--- config.mk ---
export PLATFORM = sky130hd
export DESIGN_NAME = ram32m_fifo_ctrl
export DESIGN_NICKNAME = d
export VERILOG_FILES = /design/src/rtl/ram32m_fifo_pkg.sv /design/src/rtl/ram32m_fifo_ctrl_ram32m.sv /design/src/rtl/ram32m_fifo_ctrl.sv
export SDC_FILE = /design/constraint.sdc
export NUM_CORES = 1
export LEC_CHECK = 0
export ABC_AREA = 1
export CAP_MARGIN = 30
export CORE_UTILIZATION = 60
export DETAILED_ROUTE_END_ITERATION = 10
export GPL_TIMING_DRIVEN = 0
export PLACE_DENSITY = 0.85
export SKIP_LAST_GASP = 1
export SLEW_MARGIN = 20
export SYNTH_ARGS = -nofsm -noshare
export SYNTH_HDL_FRONTEND = slang
export SYNTH_HIERARCHICAL = 1
export SYNTH_SLANG_ARGS = --single-unit
export TNS_END_PERCENT = 100
--- constraint.sdc ---
create_clock -name CLK -period 4 [get_ports CLK]
set_clock_uncertainty 0.1 [all_clocks]
set_input_delay 0.4 -clock CLK [delete_from_list [all_inputs] [get_ports CLK]]
set_output_delay 0.4 -clock CLK [all_outputs]
set_load 0.05 [all_outputs]
--- src/rtl/ram32m_fifo_pkg.sv ---
// Shared constants and types for the RAM32M-based FIFO controller.
package ram32m_fifo_pkg;

  localparam int FIFO_DEPTH = 32;
  localparam int PTR_W      = 5;
  localparam int DATA_W     = 6;
  localparam int LEVEL_W    = 6;

  typedef logic [PTR_W-1:0]   ptr_t;
  typedef logic [LEVEL_W-1:0] level_t;

  localparam level_t RAM_FULL = level_t'(FIFO_DEPTH);

endpackage

--- src/rtl/ram32m_fifo_ctrl_ram32m.sv ---
// Behavioural model of the RAM32M distributed-RAM primitive:
// 32 x 2-bit x 4 ports, one shared write address (ADDRD), asynchronous reads.
// INIT_* are accepted for drop-in compatibility; contents power up undefined here.
module RAM32M #(
  parameter logic [63:0] INIT_A           = 64'h0,
  parameter logic [63:0] INIT_B           = 64'h0,
  parameter logic [63:0] INIT_C           = 64'h0,
  parameter logic [63:0] INIT_D           = 64'h0,
  parameter logic        IS_WCLK_INVERTED = 1'b0
) (
  output logic [1:0] DOA,
  output logic [1:0] DOB,
  output logic [1:0] DOC,
  output logic [1:0] DOD,
  input  logic [4:0] ADDRA,
  input  logic [4:0] ADDRB,
  input  logic [4:0] ADDRC,
  input  logic [4:0] ADDRD,
  input  logic [1:0] DIA,
  input  logic [1:0] DIB,
  input  logic [1:0] DIC,
  input  logic [1:0] DID,
  input  logic       WCLK,
  input  logic       WE
);

  logic [1:0] mem_a [32];
  logic [1:0] mem_b [32];
  logic [1:0] mem_c [32];
  logic [1:0] mem_d [32];
  logic       wclk_int;
  logic       unused_init;

  assign wclk_int    = WCLK ^ IS_WCLK_INVERTED;
  assign unused_init = ^{INIT_A, INIT_B, INIT_C, INIT_D};

  // All four arrays are written together at the port-D address.
  always_ff @(posedge wclk_int) begin
    if (WE) begin
      mem_a[ADDRD] <= DIA;
      mem_b[ADDRD] <= DIB;
      mem_c[ADDRD] <= DIC;
      mem_d[ADDRD] <= DID;
    end
  end

  assign DOA = mem_a[ADDRA];
  assign DOB = mem_b[ADDRB];
  assign DOC = mem_c[ADDRC];
  assign DOD = mem_d[ADDRD];

endmodule

--- src/rtl/ram32m_fifo_ctrl.sv ---
// Single-clock FIFO controller around one RAM32M (32 x 6 bit) with a
// registered first-word-fall-through output stage; capacity 33 words.
// Optional macro RAM32M_FIFO_AFULL_EN builds the ALMOST_FULL flag
// (LEVEL >= AFULL_LEVEL); without it ALMOST_FULL is tied low.
module ram32m_fifo_ctrl
  import ram32m_fifo_pkg::*;
#(
  parameter logic [63:0] INIT_A      = 64'h0,
  parameter logic [63:0] INIT_B      = 64'h0,
  parameter logic [63:0] INIT_C      = 64'h0,
  parameter int          AFULL_LEVEL = 30
) (
  input  logic              CLK,
  input  logic              RST_N,
  input  logic              FLUSH,
  input  logic [DATA_W-1:0] I_DATA,
  input  logic              I_VALID,
  output logic              I_READY,
  output logic [DATA_W-1:0] O_DATA,
  output logic              O_VALID,
  input  logic              O_READY,
  output logic [LEVEL_W-1:0] LEVEL,
  output logic              ALMOST_FULL
);

  ptr_t              wr_ptr, wr_ptr_nxt;
  ptr_t              rd_ptr, rd_ptr_nxt;
  level_t            ram_cnt, ram_cnt_nxt;
  level_t            level_q, level_nxt;
  logic [DATA_W-1:0] o_data_q, o_data_nxt;
  logic              o_valid_q, o_valid_nxt;
  logic [DATA_W-1:0] ram_dout;
  logic [1:0]        dod_unused;
  logic              wr_fire;
  logic              load;

  // Ready depends only on registered occupancy, never on O_READY.
  assign I_READY = (ram_cnt != RAM_FULL);
  assign wr_fire = I_VALID && I_READY;
  assign load    = (ram_cnt != '0) && (!o_valid_q || O_READY);

  RAM32M #(
    .INIT_A           (INIT_A),
    .INIT_B           (INIT_B),
    .INIT_C           (INIT_C),
    .INIT_D           (64'h0),
    .IS_WCLK_INVERTED (1'b0)
  ) u_ram (
    .DOA   (ram_dout[1:0]),
    .DOB   (ram_dout[3:2]),
    .DOC   (ram_dout[5:4]),
    .DOD   (dod_unused),
    .ADDRA (rd_ptr),
    .ADDRB (rd_ptr),
    .ADDRC (rd_ptr),
    .ADDRD (wr_ptr),
    .DIA   (I_DATA[1:0]),
    .DIB   (I_DATA[3:2]),
    .DIC   (I_DATA[5:4]),
    .DID   (2'b00),
    .WCLK  (CLK),
    .WE    (wr_fire)
  );

  // Next-state for pointers, occupancy and the output stage; FLUSH wins.
  always_comb begin
    wr_ptr_nxt  = wr_ptr;
    rd_ptr_nxt  = rd_ptr;
    ram_cnt_nxt = ram_cnt;
    o_data_nxt  = o_data_q;
    o_valid_nxt = o_valid_q;
    if (FLUSH) begin
      wr_ptr_nxt  = '0;
      rd_ptr_nxt  = '0;
      ram_cnt_nxt = '0;
      o_valid_nxt = 1'b0;
    end else begin
      if (wr_fire) begin
        wr_ptr_nxt = wr_ptr + 1'b1;
      end
      if (load) begin
        rd_ptr_nxt  = rd_ptr + 1'b1;
        o_data_nxt  = ram_dout;
        o_valid_nxt = 1'b1;
      end else if (o_valid_q && O_READY) begin
        o_valid_nxt = 1'b0;
      end
      case ({wr_fire, load})
        2'b10:   ram_cnt_nxt = ram_cnt + 1'b1;
        2'b01:   ram_cnt_nxt = ram_cnt - 1'b1;
        default: ram_cnt_nxt = ram_cnt;
      endcase
    end
    level_nxt = ram_cnt_nxt + level_t'(o_valid_nxt);
  end

  // State register; async reset empties the FIFO without a clock.
  always_ff @(posedge CLK or negedge RST_N) begin
    if (!RST_N) begin
      wr_ptr    <= '0;
      rd_ptr    <= '0;
      ram_cnt   <= '0;
      level_q   <= '0;
      o_data_q  <= '0;
      o_valid_q <= 1'b0;
    end else begin
      wr_ptr    <= wr_ptr_nxt;
      rd_ptr    <= rd_ptr_nxt;
      ram_cnt   <= ram_cnt_nxt;
      level_q   <= level_nxt;
      o_data_q  <= o_data_nxt;
      o_valid_q <= o_valid_nxt;
    end
  end

  assign O_DATA  = o_data_q;
  assign O_VALID = o_valid_q;
  assign LEVEL   = level_q;

`ifdef RAM32M_FIFO_AFULL_EN
  logic afull_q;
  logic unused_dod;

  assign unused_dod = ^dod_unused;

  // Flag tracks next-state LEVEL so it changes on the same edge as LEVEL.
  always_ff @(posedge CLK or negedge RST_N) begin
    if (!RST_N) begin
      afull_q <= 1'b0;
    end else if (FLUSH) begin
      afull_q <= 1'b0;
    end else begin
      afull_q <= (level_nxt >= level_t'(AFULL_LEVEL));
    end
  end

  assign ALMOST_FULL = afull_q;
`else
  logic unused_cfg;

  assign unused_cfg  = ^{dod_unused, AFULL_LEVEL};
  assign ALMOST_FULL = 1'b0;
`endif

endmodule

==> reports/qor.yml, run 1 <==
finalSetupViolations: 0
insertedDiodeCount: 0
fin_total_pwr_w: 0.00681
layout_commonest_cell: "nand2_1"
worstPathMaxFanout: 10
startpoint_type: "flop"
cts.sinks: 221
grt.total_usage_pct: 27.2
postCtsHoldBufs: 1
hold_viol_final: 0
maxSlewHeadroom_pct: 38.6
tns_ns: 0
period_share_pct: 84.0
worstSetupPathType: "flop to flop"
clk-insertion-delay-late_ns: 0.52
ir_worst_vdd_v: 0.000500
place_congestion: 0.878
max_freq_mhz: 298
postCtsSetupBuffers: 0
synth_cells: 937
antenna_found_initial: 0
layout-drive-gt1-share_pct: 10.3
num_vias: 6988
hp-class: "input pin to flop"
path_clk_slew_ns: 0.06
cts_made_buffers: 23
post_cts_resized: 0
end_kind: "flop"
critPathArrivalTime_ns: 3.65
cap_violations: 0
worst_slack_ns: 0.640
syn-num-nets: 955
power.density_nw_per_um2: 620
post_drt_wl_per_cell_microns: 18.1
place_hpwl_microns: 14700
tightest_slew_ns: 0.918
worst_ep_required_time_ns: 4.29
syn_area_per_cell_sq_um: 10.4
rsz0062_at_grt: "false"
placed_area_sq_um: 10200
grt_pass1_vias: 6568
leakagePower_nw: 4.33
syn_to_final_growth_pct: 12.9
drv_slew: 0
pin_count: 26
cts_buffer_depth: 3
drt_wl_total_microns: 22100
drc: 0
cts_root_buf: "clkbuf_16"
viasPerCell: 5.72
htreeDepth: 1
drt_iter0_drc: 801
design_area_sq_um: 11000
cts_tree: "built"
die_area_sq_um: 16700
netlist_area_sq_um: 9730
hold_depth: 2
die_h_microns: 129
grt_max_degree: 33
core_area_sq_um: 15800
period_needed_ns: 3.36
dp_slack_ns: 0.727
first_pass_iters: 6
ant_nets: 0
grt-ovfl-total: 0
layout_common_cells: "343 x nand2_1, 192 x edfxtp_1, 162 x nand3_1"
fp.dieW_microns: 129
status: "completed"
grt_pass1_wl_microns: 33900
portBuffers: 23
fin_nets: 1008
yosys_warnings: 6
row_count: 46
start_util_pct: 61.5
ff2ff_path_depth: 18
==> path summary, 6_finish.rpt <==
path,endpoint,from,slack (ns)
hold reg to reg,O_DATA[5],O_DATA[5],0.37
setup / recovery,LEVEL[5],ram_cnt[3],0.64
hold / removal,wr_ptr[0],FLUSH,0.26
max in group asynchronous,wr_ptr[4],RST_N,3.01
min in group asynchronous,rd_ptr[2],RST_N,0.35
setup reg to reg,LEVEL[5],ram_cnt[3],0.64
==> power by group <==
| group | internal [W] | total, W | switching, W |
|---|---|---|---|
| Clock | 0.00110 | 0.00194 | 0.000840 |
| Sequential | 0.00262 | 0.00272 | 0.0000928 |
| Combinational | 0.000676 | 0.00215 | 0.00147 |
| Total | 0.00440 | 0.00681 | 0.00241 |
==> per-stage QoR <==
| step | cells | hold slack [ns] | util [%] |
|---|---|---|---|
| after floorplan | 937 | 0.00441 | - |
| after global placement | 1176 | 0.355 | 64.6 |
| after detailed placement | 1177 | 0.362 | 64.8 |
| after CTS | 1219 | 0.232 | 69.1 |
| after global routing | 1222 | 0.326 | 69.4 |
| final | 1222 | 0.265 | 69.4 |
==> cell type report <==
class,count,area (sq um)
clock inverters,7,40.0
repair buffers,28,303
flip-flops and latches,221,6490
inverters,58,220
clock buffers,34,637
fillers,1087,4850
well taps,216,270
multi-input cells,616,2750
plain buffers,42,267
==> worst max-delay path, cell delays in order (launching register included) <==
cell and delay (ns):
dfrtp_1 0.45, nor4_1 0.45, nand2_1 0.13, nand2_2 0.24
inv_1 0.13, ha_1 0.23, buf_6 0.15, nor2_2 0.17
nor2_4 0.06, ha_1 0.27, nor2_1 0.04, nor2_1 0.08
nand2_1 0.07, nor2_1 0.15, nand3_1 0.11, nor2_2 0.16
nand2_1 0.10, nand3_1 0.08, nand2_1 0.07
==> flip-flops by register name, indices dropped and copies added (netlist names) <==
register / flops
rd_ptr: 5
u_ram/mem_b: 64
O_VALID: 1
wr_ptr: 5
O_DATA: 6
ram_cnt: 6
u_ram/mem_a: 64
LEVEL: 6
u_ram/mem_c: 64
==> routing by layer <==
| layer | wire length [microns] | global-route usage [%] |
|---|---|---|
| met2 | 10400 | 43.5 |
| met5 | 0 | 0 |
| met4 | 753 | 11.5 |
| met1 | 8770 | 38.2 |
| met3 | 2230 | 3.55 |
(Power assumes the default switching activity.)
==> run 2, diff against run 1 <==
Settings changed: CORE_UTILIZATION 60 to 57.
Clock period 4 ns to 2.8 ns, I/O delays scaled along.
==> run 2 against run 1 <==
The flow now finishes with violations (negative setup slack). Wire length grew 8.2%. Critical endpoint is now LEVEL[4]. Worst setup slack lost 0.76 ns. Fmax grew 15%. Final area grew 2.2%. Largest cell class unchanged. Worst hold slack lost 0.13 ns.
==> reports/qor.yml, run 2 (synthesized netlist as in run 1, its figures left out) <==
r2r_start: "ram_cnt[1]"
leakagePower_nw: 4.41
hold_depth: 2
worst_ep_required_time_ns: 3.09
row_count: 47
period_needed_ns: 2.92
grt-ovfl-total: 0
period_share_pct: 104
critPathArrivalTime_ns: 3.21
met2_usage_pct: 43.7
ff2ff_path_depth: 18
insertedDiodeCount: 0
nFillCells: 1114
ir_worst_vdd_v: 0.000504
ant_nets: 0
fin_total_pwr_w: 0.0102
worst_slack_ns: -0.122
final_util_pct: 67.4
power.density_nw_per_um2: 909
dp_slack_ns: -0.398
grt.total_usage_pct: 26.6
tns_ns: -0.399
rsz0062_at_grt: "true"
layout-drive-gt1-share_pct: 14.4
drt_iter0_drc: 1020
worstPathMaxFanout: 5
fin_nets: 1018
place_hpwl_microns: 15000
die_h_microns: 133
tightest_slew_ns: 0.902
status: "finished with violations"
portBuffers: 23
max_freq_mhz: 342
grt_pass1_wl_microns: 35700
drc: 0
pin_count: 26
min_from: "FLUSH"
cts_made_buffers: 23
drv_slew: 0
layout_commonest_cell: "nand2_1"
met1_usage_pct: 36.5
fp.dieW_microns: 133
htreeDepth: 1
hp-class: "input pin to flop"
cts_buffer_depth: 3
post_drt_wl_per_cell_microns: 19.3
finalSetupViolations: 4
place_congestion: 0.898
viasPerCell: 5.90
end_kind: "flop"
violations: "negative setup slack"
cts_tree: "built"
grt.busiest_layer: "met2"
hold_viol_final: 0
start_util_pct: 58.4
drt_wl_total_microns: 23900
cap_violations: 0
met3_usage_pct: 4.56
worstReg2RegEnd: "LEVEL[4]"
final_cells: 1237
min_to: "wr_ptr[0]"
num_vias: 7302
startpoint_type: "flop"
antenna_found_initial: 0
maxSlewHeadroom_pct: 39.7
reg.largest.list: "u_ram/mem_a (64), u_ram/mem_b (64), u_ram/mem_c (64)"
first_pass_iters: 6
layout_common_cells: "339 x nand2_1, 192 x edfxtp_1, 158 x nand3_1"
worstSetupPathType: "flop to flop"
grt_pass1_vias: 6798
die_area_sq_um: 17600
rrSetupSlack_ns: -0.12
syn_to_final_growth_pct: 15.3
clk-insertion-delay-late_ns: 0.52
cts_root_buf: "clkbuf_16"
path_clk_slew_ns: 0.06
place_inst: 1180
core_area_sq_um: 16600
grt_max_degree: 33
cts.sinks: 221
==> run 2: cell types whose count changed in the layout (fill, tap and decap cells not counted), moves of 4 or more <==
| cell | previous run | this run |
|---|---|---|
| ha_4 | 0 | 4 |
| nand2_1 | 343 | 339 |
| nand3_1 | 162 | 158 |
| nor2_1 | 51 | 45 |
| clkbuf_1 | 14 | 10 |
| buf_4 | 9 | 21 |
| ha_1 | 7 | 2 |
==> run 2: where the power goes <==
group	internal (W)	total (W)	switching, W
registers	0.00375	0.00389	0.000141
logic	0.00112	0.00347	0.00235
clock network	0.00159	0.00284	0.00125
==> run 2: per-layer routing <==
layer	part of all wire, %	wire [microns]	vias up
met1	38	9160	3412
met2	48	11600	519
met3	9.7	2320	103
li1	-	-	3268
met4	3.6	866	0
met5	0	0	-
==> run 2: how the worst max path moves through the flow <==
stage / startpoint / end / depth (start not counted)
after floorplan: ram_cnt[2] / LEVEL[4] / 18
after global placement: ram_cnt[2] / LEVEL[5] / 16
after detailed placement: ram_cnt[2] / LEVEL[5] / 16
after CTS: ram_cnt[3] / LEVEL[4] / 18
after global routing: ram_cnt[1] / LEVEL[4] / 18
final: ram_cnt[1] / LEVEL[4] / 18
==> run 2: through the flow <==
stage	area (sq um)	hold slack [ns]
detailed placement	10300	0.240
CTS	11100	0.0953
global route	11200	0.129
floorplan	9790	-0.116
finish	11200	0.135
global placement	10300	0.358
==> run 2: final cells by class <==
class,instances,area (sq um),area share (%)
inverters,58,220,1.96
repair buffers,40,368,3.28
plain buffers,40,250,2.23
clock buffers,29,619,5.52
flip-flops and latches,221,6490,57.9
multi-input cells,616,2900,25.9
well taps,220,275,2.45
clock inverters,13,87.6,0.781
==> run 2: critical path, cell delays in order (launching register included) <==
cell     delay, ns
dfrtp_2       0.43
nor4_4        0.34
buf_4         0.18
nand3_4       0.10
nand2_8       0.12
ha_4          0.20
nand2_4       0.07
inv_2         0.07
nor2_4        0.05
ha_4          0.25
nor2_2        0.03
nor2_2        0.10
nand2_2       0.12
inv_2         0.11
ha_4          0.14
inv_2         0.03
nor2_2        0.11
nand2_1       0.09
xor2_1        0.15
==> run 2: what timing repair did <==
action | in CTS | in global routing
gates resized for setup | 8 | 16
setup endpoints to repair | 5 | 4
hold buffers | 1 | 0
pin swaps | 6 | 18
buffers inserted | 8 | 5
endpoints found under the hold margin | 29 | 0
